<file path="config.mk">
export PLATFORM = sky130hd
export DESIGN_NAME = soc_bus_fabric
export DESIGN_NICKNAME = d
export VERILOG_FILES = /design/src/rtl/soc_bus_pkg.sv /design/src/rtl/soc_bus_decoder.sv /design/src/rtl/soc_bus_fabric.sv
export SDC_FILE = /design/constraint.sdc
export NUM_CORES = 1
export LEC_CHECK = 0
export ABC_AREA = 1
export CORE_AREA = 2 2 134 136
export DETAILED_ROUTE_END_ITERATION = 6
export DIE_AREA = 0 0 136 138
export PLACE_DENSITY = 0.74
export SYNTH_ARGS = -nofsm -noshare
export SYNTH_HDL_FRONTEND = slang
export SYNTH_SLANG_ARGS = --single-unit
</file>
<file path="constraint.sdc">
create_clock -name clk -period 1.99 [get_ports clk]
set_clock_uncertainty 0.15 [all_clocks]
set_input_delay 0.2985 -clock clk [delete_from_list [all_inputs] [get_ports clk]]
set_output_delay 0.2985 -clock clk [all_outputs]
set_load 0.02 [all_outputs]
</file>
<file path="src/rtl/soc_bus_pkg.sv">
// Shared types and constants for the SoC bus fabric: FSM encoding and error causes.
package soc_bus_pkg;

  typedef enum logic [1:0] {
    ST_IDLE = 2'd0,
    ST_BUSY = 2'd1,
    ST_RESP = 2'd2
  } state_t;

  localparam logic [1:0] ERR_NONE     = 2'b00;
  localparam logic [1:0] ERR_UNMAPPED = 2'b01;
  localparam logic [1:0] ERR_TIMEOUT  = 2'b10;

  // Index width covers the 8-slave maximum; counter width covers TIMEOUT up to 65535.
  localparam int IDX_W = 3;
  localparam int CNT_W = 16;

endpackage

</file>
<file path="src/rtl/soc_bus_decoder.sv">
// Combinational address decode: mask/compare per slave, lowest index wins on overlap.
module soc_bus_decoder
  import soc_bus_pkg::*;
#(
  parameter int                   N_SLV    = 4,
  parameter logic [N_SLV*32-1:0]  SLV_BASE = '0,
  parameter logic [N_SLV*32-1:0]  SLV_MASK = '0
) (
  input  logic [31:0]      addr,
  output logic             hit,
  output logic [IDX_W-1:0] idx
);

  // Scan from the top so the lowest matching slave overwrites any higher one.
  always_comb begin
    hit = 1'b0;
    idx = '0;
    for (int k = N_SLV - 1; k >= 0; k--) begin
      if ((addr & SLV_MASK[k*32 +: 32]) == SLV_BASE[k*32 +: 32]) begin
        hit = 1'b1;
        idx = IDX_W'(k);
      end
    end
  end

endmodule

</file>
<file path="src/rtl/soc_bus_fabric.sv">
// Single-master to N-slave bus fabric for the picorv32 native interface, with
// per-slave fixed latency, transaction timeout and a sticky error record.
//
//   state   | meaning
//   IDLE    | waiting for m_valid; decode address
//   BUSY    | slave selected, waiting for ready / fixed latency / timeout
//   RESP    | one-cycle m_ready with captured or error data
module soc_bus_fabric
  import soc_bus_pkg::*;
#(
  parameter int                  N_SLV    = 4,
  parameter logic [N_SLV*32-1:0] SLV_BASE = {32'h0040_0000, 32'h0020_0000, 32'h0010_0000, 32'h0000_0000},
  parameter logic [N_SLV*32-1:0] SLV_MASK = {N_SLV{32'hFFF0_0000}},
  parameter logic [N_SLV*4-1:0]  SLV_LAT  = {4'd0, 4'd0, 4'd0, 4'd1},
  parameter int                  TIMEOUT  = 255,
  parameter logic [31:0]         ERR_DATA = 32'hDEAD_BEEF
) (
  input  logic                  clk,
  input  logic                  rst_n,
  input  logic                  m_valid,
  input  logic [31:0]           m_addr,
  input  logic [31:0]           m_wdata,
  input  logic [3:0]            m_wstrb,
  output logic                  m_ready,
  output logic [31:0]           m_rdata,
  output logic [N_SLV-1:0]      s_valid,
  output logic [31:0]           s_addr,
  output logic [31:0]           s_wdata,
  output logic [3:0]            s_wstrb,
  input  logic [N_SLV-1:0]      s_ready,
  input  logic [N_SLV*32-1:0]   s_rdata,
  input  logic                  err_clr,
  output logic                  err_irq,
  output logic [1:0]            err_code,
  output logic [31:0]           err_addr
);

  state_t             state_q, state_d;
  logic [IDX_W-1:0]   idx_q;
  logic [CNT_W-1:0]   cnt_q;
  logic [31:0]        rdata_q;
  logic               dec_hit;
  logic [IDX_W-1:0]   dec_idx;
  logic               sel_ready;
  logic [31:0]        sel_rdata;
  logic [3:0]         sel_lat;
  logic               done;
  logic               tmo;
  logic               err_evt;
  logic [1:0]         err_new;

  soc_bus_decoder #(
    .N_SLV    (N_SLV),
    .SLV_BASE (SLV_BASE),
    .SLV_MASK (SLV_MASK)
  ) u_dec (
    .addr (m_addr),
    .hit  (dec_hit),
    .idx  (dec_idx)
  );

  assign s_addr  = m_addr;
  assign s_wdata = m_wdata;
  assign s_wstrb = m_wstrb;
  assign err_irq = (err_code != ERR_NONE);

  always_comb begin
    sel_ready = 1'b0;
    sel_rdata = '0;
    sel_lat   = '0;
    for (int k = 0; k < N_SLV; k++) begin
      if (idx_q == IDX_W'(k)) begin
        sel_ready = s_ready[k];
        sel_rdata = s_rdata[k*32 +: 32];
        sel_lat   = SLV_LAT[k*4 +: 4];
      end
    end
  end

  // Fixed-latency slaves complete at the end of their Lth BUSY cycle (counter = L-1).
  assign done = (sel_lat == 4'd0) ? sel_ready
                                  : (cnt_q == CNT_W'(sel_lat) - CNT_W'(1));
  assign tmo  = (cnt_q == CNT_W'(TIMEOUT - 1));

  always_comb begin
    err_evt = 1'b0;
    err_new = ERR_NONE;
    if (state_q == ST_IDLE && m_valid && !dec_hit) begin
      err_evt = 1'b1;
      err_new = ERR_UNMAPPED;
    end else if (state_q == ST_BUSY && !done && tmo) begin
      err_evt = 1'b1;
      err_new = ERR_TIMEOUT;
    end
  end

  always_ff @(posedge clk or negedge rst_n) begin
    if (!rst_n) state_q <= ST_IDLE;
    else        state_q <= state_d;
  end

  always_comb begin
    state_d = state_q;
    case (state_q)
      ST_IDLE: if (m_valid) state_d = dec_hit ? ST_BUSY : ST_RESP;
      ST_BUSY: if (done || tmo) state_d = ST_RESP;
      ST_RESP: state_d = ST_IDLE;
      default: state_d = ST_IDLE;
    endcase
  end

  always_comb begin
    m_ready = (state_q == ST_RESP);
    m_rdata = m_ready ? rdata_q : 32'h0;
    s_valid = '0;
    for (int k = 0; k < N_SLV; k++) begin
      s_valid[k] = (state_q == ST_BUSY) && (idx_q == IDX_W'(k));
    end
  end

  always_ff @(posedge clk or negedge rst_n) begin
    if (!rst_n) begin
      idx_q   <= '0;
      cnt_q   <= '0;
      rdata_q <= '0;
    end else begin
      case (state_q)
        ST_IDLE: begin
          if (m_valid && dec_hit) begin
            idx_q <= dec_idx;
            cnt_q <= '0;
          end else if (m_valid) begin
            rdata_q <= ERR_DATA;
          end
        end
        ST_BUSY: begin
          if (done)     rdata_q <= sel_rdata;
          else if (tmo) rdata_q <= ERR_DATA;
          else          cnt_q   <= cnt_q + CNT_W'(1);
        end
        default: ;
      endcase
    end
  end

  // First error is held; err_clr in the same cycle as a new error lets the new one in.
  always_ff @(posedge clk or negedge rst_n) begin
    if (!rst_n) begin
      err_code <= ERR_NONE;
      err_addr <= '0;
    end else if (err_evt && (err_code == ERR_NONE || err_clr)) begin
      err_code <= err_new;
      err_addr <= m_addr;
    end else if (err_clr) begin
      err_code <= ERR_NONE;
      err_addr <= '0;
    end
  end

endmodule

</file>
==> impl.org, run 1 <==
** Placement
- Once placement completed, the tool counted placed cells totaling 1,310.
- Cell area after placement :: 0.00876 sq mm
- Routability-driven placement finished with a final weighted congestion of 0.972.
- Timing analysis after detailed placement gives a worst setup slack of -0.234 ns.
- The wire-length estimate of the detail-placed layout is 16,200 um.
- Number of port buffers :: 270

** Worst setup path
- Type of the setup path with the least slack :: in -> out
- Worst endpoint required time :: 1.54 ns
- CP arrival :: 1.53 ns
- STA classifies the critical path endpoint as a primary output.
- The worst setup path is launched from an input port.
- Maximum fanout along the worst path :: 3

** Floorplan
- Number of ports placed on the die boundary :: 344
- Number of standard-cell rows in the floorplan :: 49
- Floorplan die area :: 0.0188 sq mm
- The region available for standard cell placement spans 0.0175 sq mm.
- DIE HEIGHT :: 138 um
- Chip Width :: 136 um
- Initial Util :: 33.6%

** Timing
- Number of hold violations in the final report :: 0
- Max Freq :: 506 MHz
- Setup slack closes at 0.0139 ns.
- Final critical-path required period :: 1.98 ns
- The tightest hold path in the finished design has a slack of 0.279 ns.
- Setup total negative slack on the finished layout was measured at 0 ns.
- Period utilisation layout :: 99.3%
- Final Max Slew Viols :: 0
- Setup violations remaining at the end of the flow were counted as 0.
- Worst relative slew slack :: 71.6%
- Setup repair after global routing could not meet its margin everywhere.
- Tightest Pin Transition :: 0.426 ns

** Power and ir drop
- Leakage dissipation :: 4.31 nW
- Largest vdd supply drop :: 0.388 mV
- The design draws 4.96 mW.
- Ratio of total power to cell area :: 546 mW/mm^2

** Cells and area
- After routing the design area is 0.00909 sq mm.
- The area growth from synthesis to layout is 54.1%.
- Area used by sequential logic in the layout :: 0.00215 sq mm
- For this run, the share of the core covered by cells in the final layout is 51.8%.
- In the final layout, the share of cells above drive strength 1 is 15.6%.
- The finished layout holds 1,333 standard cells, fillers aside.
- Final-layout fill cell count :: 1,741
- The repair_antennas step left the layout with diodes totalling 0.
- Final-stage net count :: 1,305
- Area of combinational cells with multiple inputs :: 0.00283 sq mm

** Logic synthesis
- Yosys printed 0 warnings.
- Synth Net Count :: 1,063
- Sequential area share after synthesis :: 36.5%
- Predominant post-synthesis flop cell :: dfrtp_1
- Gate Count Post-Synth :: 857
- Flop and latch count out of synthesis :: 86
- Summing every instance area after synthesis gives 0.00590 sq mm.
- Dividing the synthesized area by the synthesized cell count gives 6.88 sq um.
- Share of flip-flops with an asynchronous set or reset :: 100%
- Counting flops with a built-in enable in the synthesized netlist gives 0.
- Yosys cell types :: 31

** Worst hold path
- The path class of the tightest hold or removal check is in -> async.

** CTS
- Later-pin clock latency in the skew report :: 0.34 ns
- TritonCTS built the clock tree.
- Counting along the longest clock path gives a buffer depth of 2.
- The H-tree generated during clock tree synthesis spans 3 levels.
- The clock net in this run drives a total of 86 sinks.
- The number of clock buffers added by TritonCTS is 9.
- After clock tree synthesis, the clock-pin slew on the worst setup and hold paths is 0.06 ns.
- Clock tree synthesis selected as its root buffer the cell clkbuf_16.

** Job
- Max-cap violations in this run came to 0.

** Routing
- In this run the remaining antenna-violating nets after routing total 0.
- Dividing the detail-routed via count by the number of cells gives 4.91.
- After detailed routing, the number of remaining DRC violations is 0.
- Dividing the detail-routed wire length by the instance count gives 16.4 um.
- Met1 wire length :: 9520 um
- Summed over all nets, wire length on met3 after detailed routing comes to 1550 um.
- In this run, the number of DRC markers left after iteration 0 of detailed routing was 481.
- Met2 wirelength from detailed routing :: 10,300 um
- First-pass detailed-route iteration total :: 5
- Summed over all layers, the routed wires come to 21,900 um.
- Routed signal wires occupy layers up through met4.
- Total via count after detailed routing :: 6,541

** Global route
- The first global-routing pass estimated 33,100 um of wire.
- GRT Overall Usage :: 22.5%
- After global routing the overflow that remains totals 0.
- Via count of the first global-routing pass :: 6,211
- The number of antenna violations at the first check in global routing came to 0.
- Maximum number of pins on one net before global-route repair :: 39

** Outcome
- Status :: finished, final reports clean
[state kept, by name, summed over array words and instances, names as in the netlist]
register and count:
idx_q 2, err_addr 32, cnt_q 16, err_code 2, state_q 2, rdata_q 32
[synth_stat cells, types with 5 or more instances]
master	count	area (sq um)
dfrtp_1	86	2150
xnor2_1	5	43.8
o21ai_0	31	155
nand2_1	324	1220
nor3_1	5	25.0
xor2_1	8	70.1
nor2_1	81	304
inv_1	51	191
o22ai_1	19	119
clkbuf_1	23	86.3
nand4_1	73	457
nand3_1	26	130
buf_2	11	55.1
buf_6	9	101
buf_4	69	518
[cells by family after synthesis]
family,synth area share [%]
fa+ha+maj,0.424
flops,36.5
xor+xnor,1.93
compound gates,5.28
simple gates,39.1
buf+inv,16.8
[power by group]
group,total [mW],internal (mW),switching [mW],leakage (nW)
Clock,1.73,1.01,0.722,0.142
Combinational,1.26,0.663,0.602,3.09
Sequential,1.97,1.88,0.0860,1.08
[timing repair]
item	in CTS	in global routing
cloned	0	3
hold buffers	1	0
pin swaps	0	6
resized for setup	141	44
endpoints found under the setup margin	67	112
setup buffers	0	3
endpoints found under the hold margin	27	0
[path summary, 6_finish.rpt]
check                      startpoint      endpoint  slack, ns  cells past startpoint
setup / recovery           m_addr[22]    s_addr[22]       0.01                      3
hold / removal                  rst_n  err_addr[15]       0.28                      2
setup reg to reg             idx_q[1]   rdata_q[14]       0.03                     12
hold reg to reg            rdata_q[1]    rdata_q[1]       0.32                      2
max in group asynchronous       rst_n   rdata_q[16]       0.85                      3
min in group clk           rdata_q[1]    rdata_q[1]       0.32                      2
[layout by cell type (no fill, tap or decap), drive strengths merged]
| cell type | netlist | layout |
|---|---|---|
| clkbuf | 23 | 16 |
| ha | 2 | 2 |
| dlygate4sd3 | 0 | 1 |
| bufinv | 0 | 1 |
| o22ai | 19 | 19 |
| dfrtp | 86 | 86 |
| o2111ai | 2 | 2 |
| nand2 | 330 | 330 |
| xor2 | 8 | 8 |
| or2 | 2 | 2 |
| nand3b | 1 | 1 |
| buf | 92 | 107 |
| xnor2 | 5 | 5 |
| dlygate4sd2 | 0 | 2 |
| inv | 56 | 56 |
| a21oi | 2 | 2 |
| nor3 | 5 | 5 |
| clkinv | 1 | 3 |
| o21ai | 33 | 33 |
| clkdlybuf4s50 | 0 | 228 |
| clkinvlp | 0 | 2 |
| nor2 | 87 | 87 |
| dlymetal6s2s | 0 | 3 |
| nand4 | 73 | 73 |
| nand3 | 30 | 30 |
[critical path: stages]
cell and delay, ns:
clkdlybuf4s50_1 0.50, buf_4 0.12, clkdlybuf4s50_1 0.61
[cell type report]
type	instances	share of cell area [%]
clock buffers	11	2.67
clock inverters	5	0.647
inverters	57	2.38
multi-input cells	599	31.1
flip-flops and latches	86	23.7
well taps	229	3.15
repair buffers	346	36.3
[metal layers]
layer / GRT usage, % / vias up
li1: - / 3184
met1: 30.2 / 3067
met2: 36.3 / 253
met3: 5.39 / 37
met4: 5.98 / 0
met5: 0 / -
Power figures use the tool's default switching activity.
==> run 2, diff against run 1 <==
--- a/config.mk
+++ b/config.mk
@@ -6,10 +6,10 @@
 export NUM_CORES = 1
 export LEC_CHECK = 0
 export ABC_AREA = 1
-export CORE_AREA = 2 2 134 136
+export CORE_AREA = 2 2 135 137
 export DETAILED_ROUTE_END_ITERATION = 6
-export DIE_AREA = 0 0 136 138
-export PLACE_DENSITY = 0.74
+export DIE_AREA = 0 0 137 139
+export DONT_BUFFER_PORTS = 1
 export SYNTH_ARGS = -nofsm -noshare
 export SYNTH_HDL_FRONTEND = slang
 export SYNTH_SLANG_ARGS = --single-unit
==> run 2 against run 1 <==
The run now ends with negative hold slack left. Clock power increased by 12%. Sequential share of layout area grew 5.1 points. Global-route usage decreased by 1.5 points. Sequential power up 4%. Utilization down 9.5 points. Hold slack got worse by 0.79 ns. Critical path depth up 10. Total power decreased by 5.9%. Non-clock buffer count decreased by 197. Count of clock-buffer cells in the layout is 2 lower. Critical path type is now reg -> reg. Critical endpoint is now rdata_q[8].
==> impl.org, run 2 (synthesis gave the netlist of run 1 again) <==
** Outcome
- Status :: complete, but fails checks
- Failing checks :: negative hold slack

** Global route
- Sum of overflow across all layers after global routing :: 0 (unchanged)
- The number of antenna violations at the first check in global routing was 3 (+3).
- The maximum number of pins on one net before global-route repair is 87 (+120%).
- GRT Overall Usage :: 21.0% (-1.5 points)
- The number of global-route vias before repair was 5,712 (-8.0%).
- The wire length of the first global-routing pass came to 30,800 um (-6.9%).

** Worst setup path
- Maximum fanout along the worst path :: 8 (+5)
- Worst endpoint required time :: 2.07 ns (+0.53 ns)
- The worst setup path is launched from a register.
- Nature of the critical path endpoint :: register
- The arrival time of data at the critical path endpoint came to 2.05 ns (+0.52 ns).
- The worst setup path is of the reg -> reg kind.

** Timing
- The highest achievable clock rate was 508 MHz (+0.34%).
- The setup slack after layout was 0.0206 ns (+0.00677 ns).
- RSZ-0062 raised after global routing :: true
- The slew of the pin with the lowest slew margin came to 0.360 ns (-0.0667 ns).
- Number of hold violations in the final report :: 86 (+86)
- The shortest period the worst path allows came to 1.97 ns (-0.00677 ns).
- Worst relative slew slack :: 76.0% (+4.4 points)
- Final setup vio count :: 0 (unchanged)
- The smallest hold slack is -0.515 ns (-0.794 ns).
- The share of the clock period used by the worst path was 99.0% (-0.34 points).
- The number of max-slew violations in the final report is 0 (unchanged).

** Power and ir drop
- The net switching power of the design is 1.35 mW (-3.9%).
- Total Power :: 4.67 mW (-5.9%)
- Int Pwr :: 3.31 mW (-6.8%)
- The leakage power figure is 3.59 nW (-17%).
- Fraction of power consumed by sequential logic :: 44.0% (+4.4 points)
- The part of the total power dissipated in the clock network came to 41.5% (+6.6 points).
- Ratio of total power to cell area :: 625 mW/mm^2 (+14%)
- The relative contribution of combinational cells to total power was 14.5% (-11 points).
- Switching fraction of total power :: 29.0% (+0.62 points)
- Largest vdd supply drop :: 0.534 mV (+38%)

** CTS
- Buffer type at the clock tree root :: clkbuf_16
- The number of buffers added to fix hold violations after cts came to 32 (+31).
- The source-to-sink clock delay at the later pin of the worst-skew pair came to 0.35 ns (about the same).
- CTS H-tree depth :: 3 (unchanged)
- The maximum root-to-sink buffer count came to 2 (unchanged).
- The TritonCTS sink count was 86 (unchanged).
- The clock edge transition at the registers on the reported setup and hold paths was 0.08 ns (+0.02 ns).
- Number of buffers created by CTS :: 9 (unchanged)
- CTS tree :: done

** Floorplan
- The full die area was 0.0190 sq mm (+1.5%).
- Number of standard-cell rows in the floorplan :: 49 (unchanged)
- The core area is 0.0177 sq mm (+0.70%).
- The floorplan die height came to 139 um (+0.72%).
- The floorplan die width came to 137 um (+0.74%).
- The initial core utilization is 33.4% (-0.23 points).
- The number of placed I/O pins is 344 (unchanged).

** Routing
- The wire length reported by the detailed router is 21,500 um (-1.8%).
- Total via count after detailed routing :: 5,997 (-8.3%)
- The detail-routed via count per cell came to 5.27 (+7.4%).
- Antenna violation net count after detailed routing :: 0 (unchanged)
- The count of TritonRoute iterations in the first routing pass was 5 (unchanged).
- DRC :: 0 (unchanged)
- Iteration-0 DRC Markers :: 534 (+11%)
- Post-DR wirelength/cell :: 18.9 um (+15%)

** Placement
- The placement-stage worst setup slack is -0.0472 ns (+0.186 ns).
- HPWL after DPL :: 14,300 um (-12%)
- The number of I/O port buffers came to 0 (-100%).
- The final weighted congestion in routability-driven placement came to 0.912 (-6.3%).

** Cells and area
- The largest registers in the layout are err_addr: 32 flops, rdata_q: 32 flops, cnt_q: 16 flops.
- Most common cell after layout, fill and taps aside :: nand2_1
- Synthesis-to-layout area growth :: 26.7%
- The number of nets in the layout is 1,108 (-15%).
- Share of post-route cells with drive strength above 1 :: 22.6% (+7.0 points)
- The top cell types in the final layout, fill and taps aside, are 296 x nand2_1, 86 x buf_4, 84 x dfrtp_1, 73 x nand4_1, 69 x nor2_1.
- Final-layout fill cell count :: 1,776 (+2.0%)

** Worst hold path
- The path class of the tightest hold or removal check is in -> async.

** Job
- The number of max-cap violations came to 0 (unchanged).
[run 2: changes by cell type in the layout (fill, tap and decap cells not counted), moves of 4 or more]
cell,previous run,this run
clkdlybuf4s50_1,228,0
dlygate4sd3_1,1,32
buf_2,28,0
buf_4,63,86
nand2_1,312,296
nand2_2,15,29
buf_6,5,13
nor2_1,77,69
nor2_2,4,9
clkbuf_16,11,15
[run 2: power by group through the flow]
stage	combinational, mW	clock, mW	sequential, mW
floorplan	0.555	0	2.06
global placement	0.517	0	2.08
detailed placement	0.526	0	2.08
CTS	0.579	2.00	2.04
global route	0.739	2.07	2.07
finish	0.677	1.94	2.05
[run 2: routing by layer]
layer  wire length, um  up-vias  GRT usage (%)
met5                14        -              0
li1                  -     2789              -
met1              8740     2811           27.3
met2              9850      348           32.1
met4               466        2           7.05
met3              2410       47           7.93
[run 2: critical path, stage by stage (launching register included)]
cell       delay [ns]
dfrtp_2          0.46
buf_6            0.17
inv_4            0.04
nor2_4           0.10
nand2_2          0.06
nand3_2          0.09
inv_2            0.05
nand2_4          0.06
nor2_4           0.05
nand2_4          0.14
nand3_4          0.15
clkbuf_16        0.22
nand2_2          0.05
nand2_1          0.04
[run 2: final timing paths]
check,from,end,slack (ns),cells past startpoint
worst max-delay path,idx_q[0],rdata_q[8],0.02,13
worst min-delay path,rst_n,rdata_q[24],-0.51,0
worst max register to register,idx_q[0],rdata_q[8],0.02,13
worst min register to register,rdata_q[13],rdata_q[13],0.33,2
max in group asynchronous,rst_n,err_addr[2],2.04,0
min in group clk,s_rdata[125],rdata_q[29],0.04,4
[run 2: layout make-up]
type	count	area, sq um	share of cell area [%]
Tap cell	229	287	3.84
Antenna cell	2	5.00	0.0670
Clock buffer	9	225	3.01
Clock inverter	7	113	1.51
Sequential cell	86	2150	28.8
Inverter	57	229	3.06
Multi-Input combinational cell	599	2960	39.6
Timing Repair Buffer	149	1500	20.1
[run 2: repair_timing]
action / 4_1_cts / 5_1_grt
setup endpoints to repair: 46 / 99
pin swaps: 0 / 22
gates cloned: 1 / 10
setup buffers: 6 / 13
resized for setup: 10 / 72
hold endpoints to repair: 118 / 86
[run 2: metrics by stage]
| step | std cells | TNS [ns] | cell area, sq um | util (%) | hold WS (ns) |
|---|---|---|---|---|---|
| after CTS | 1113 | 0 | 6920 | 39.2 | -0.525 |
| after detailed placement | 1058 | -0.114 | 6150 | 34.8 | -0.145 |
| after global placement | 1058 | 0 | 6150 | 34.8 | -0.145 |
| after global routing | 1138 | -2.00 | 7470 | 42.3 | -0.529 |
| final | 1138 | 0 | 7470 | 42.3 | -0.515 |
| after floorplan | 857 | 0 | 5900 | - | -0.147 |
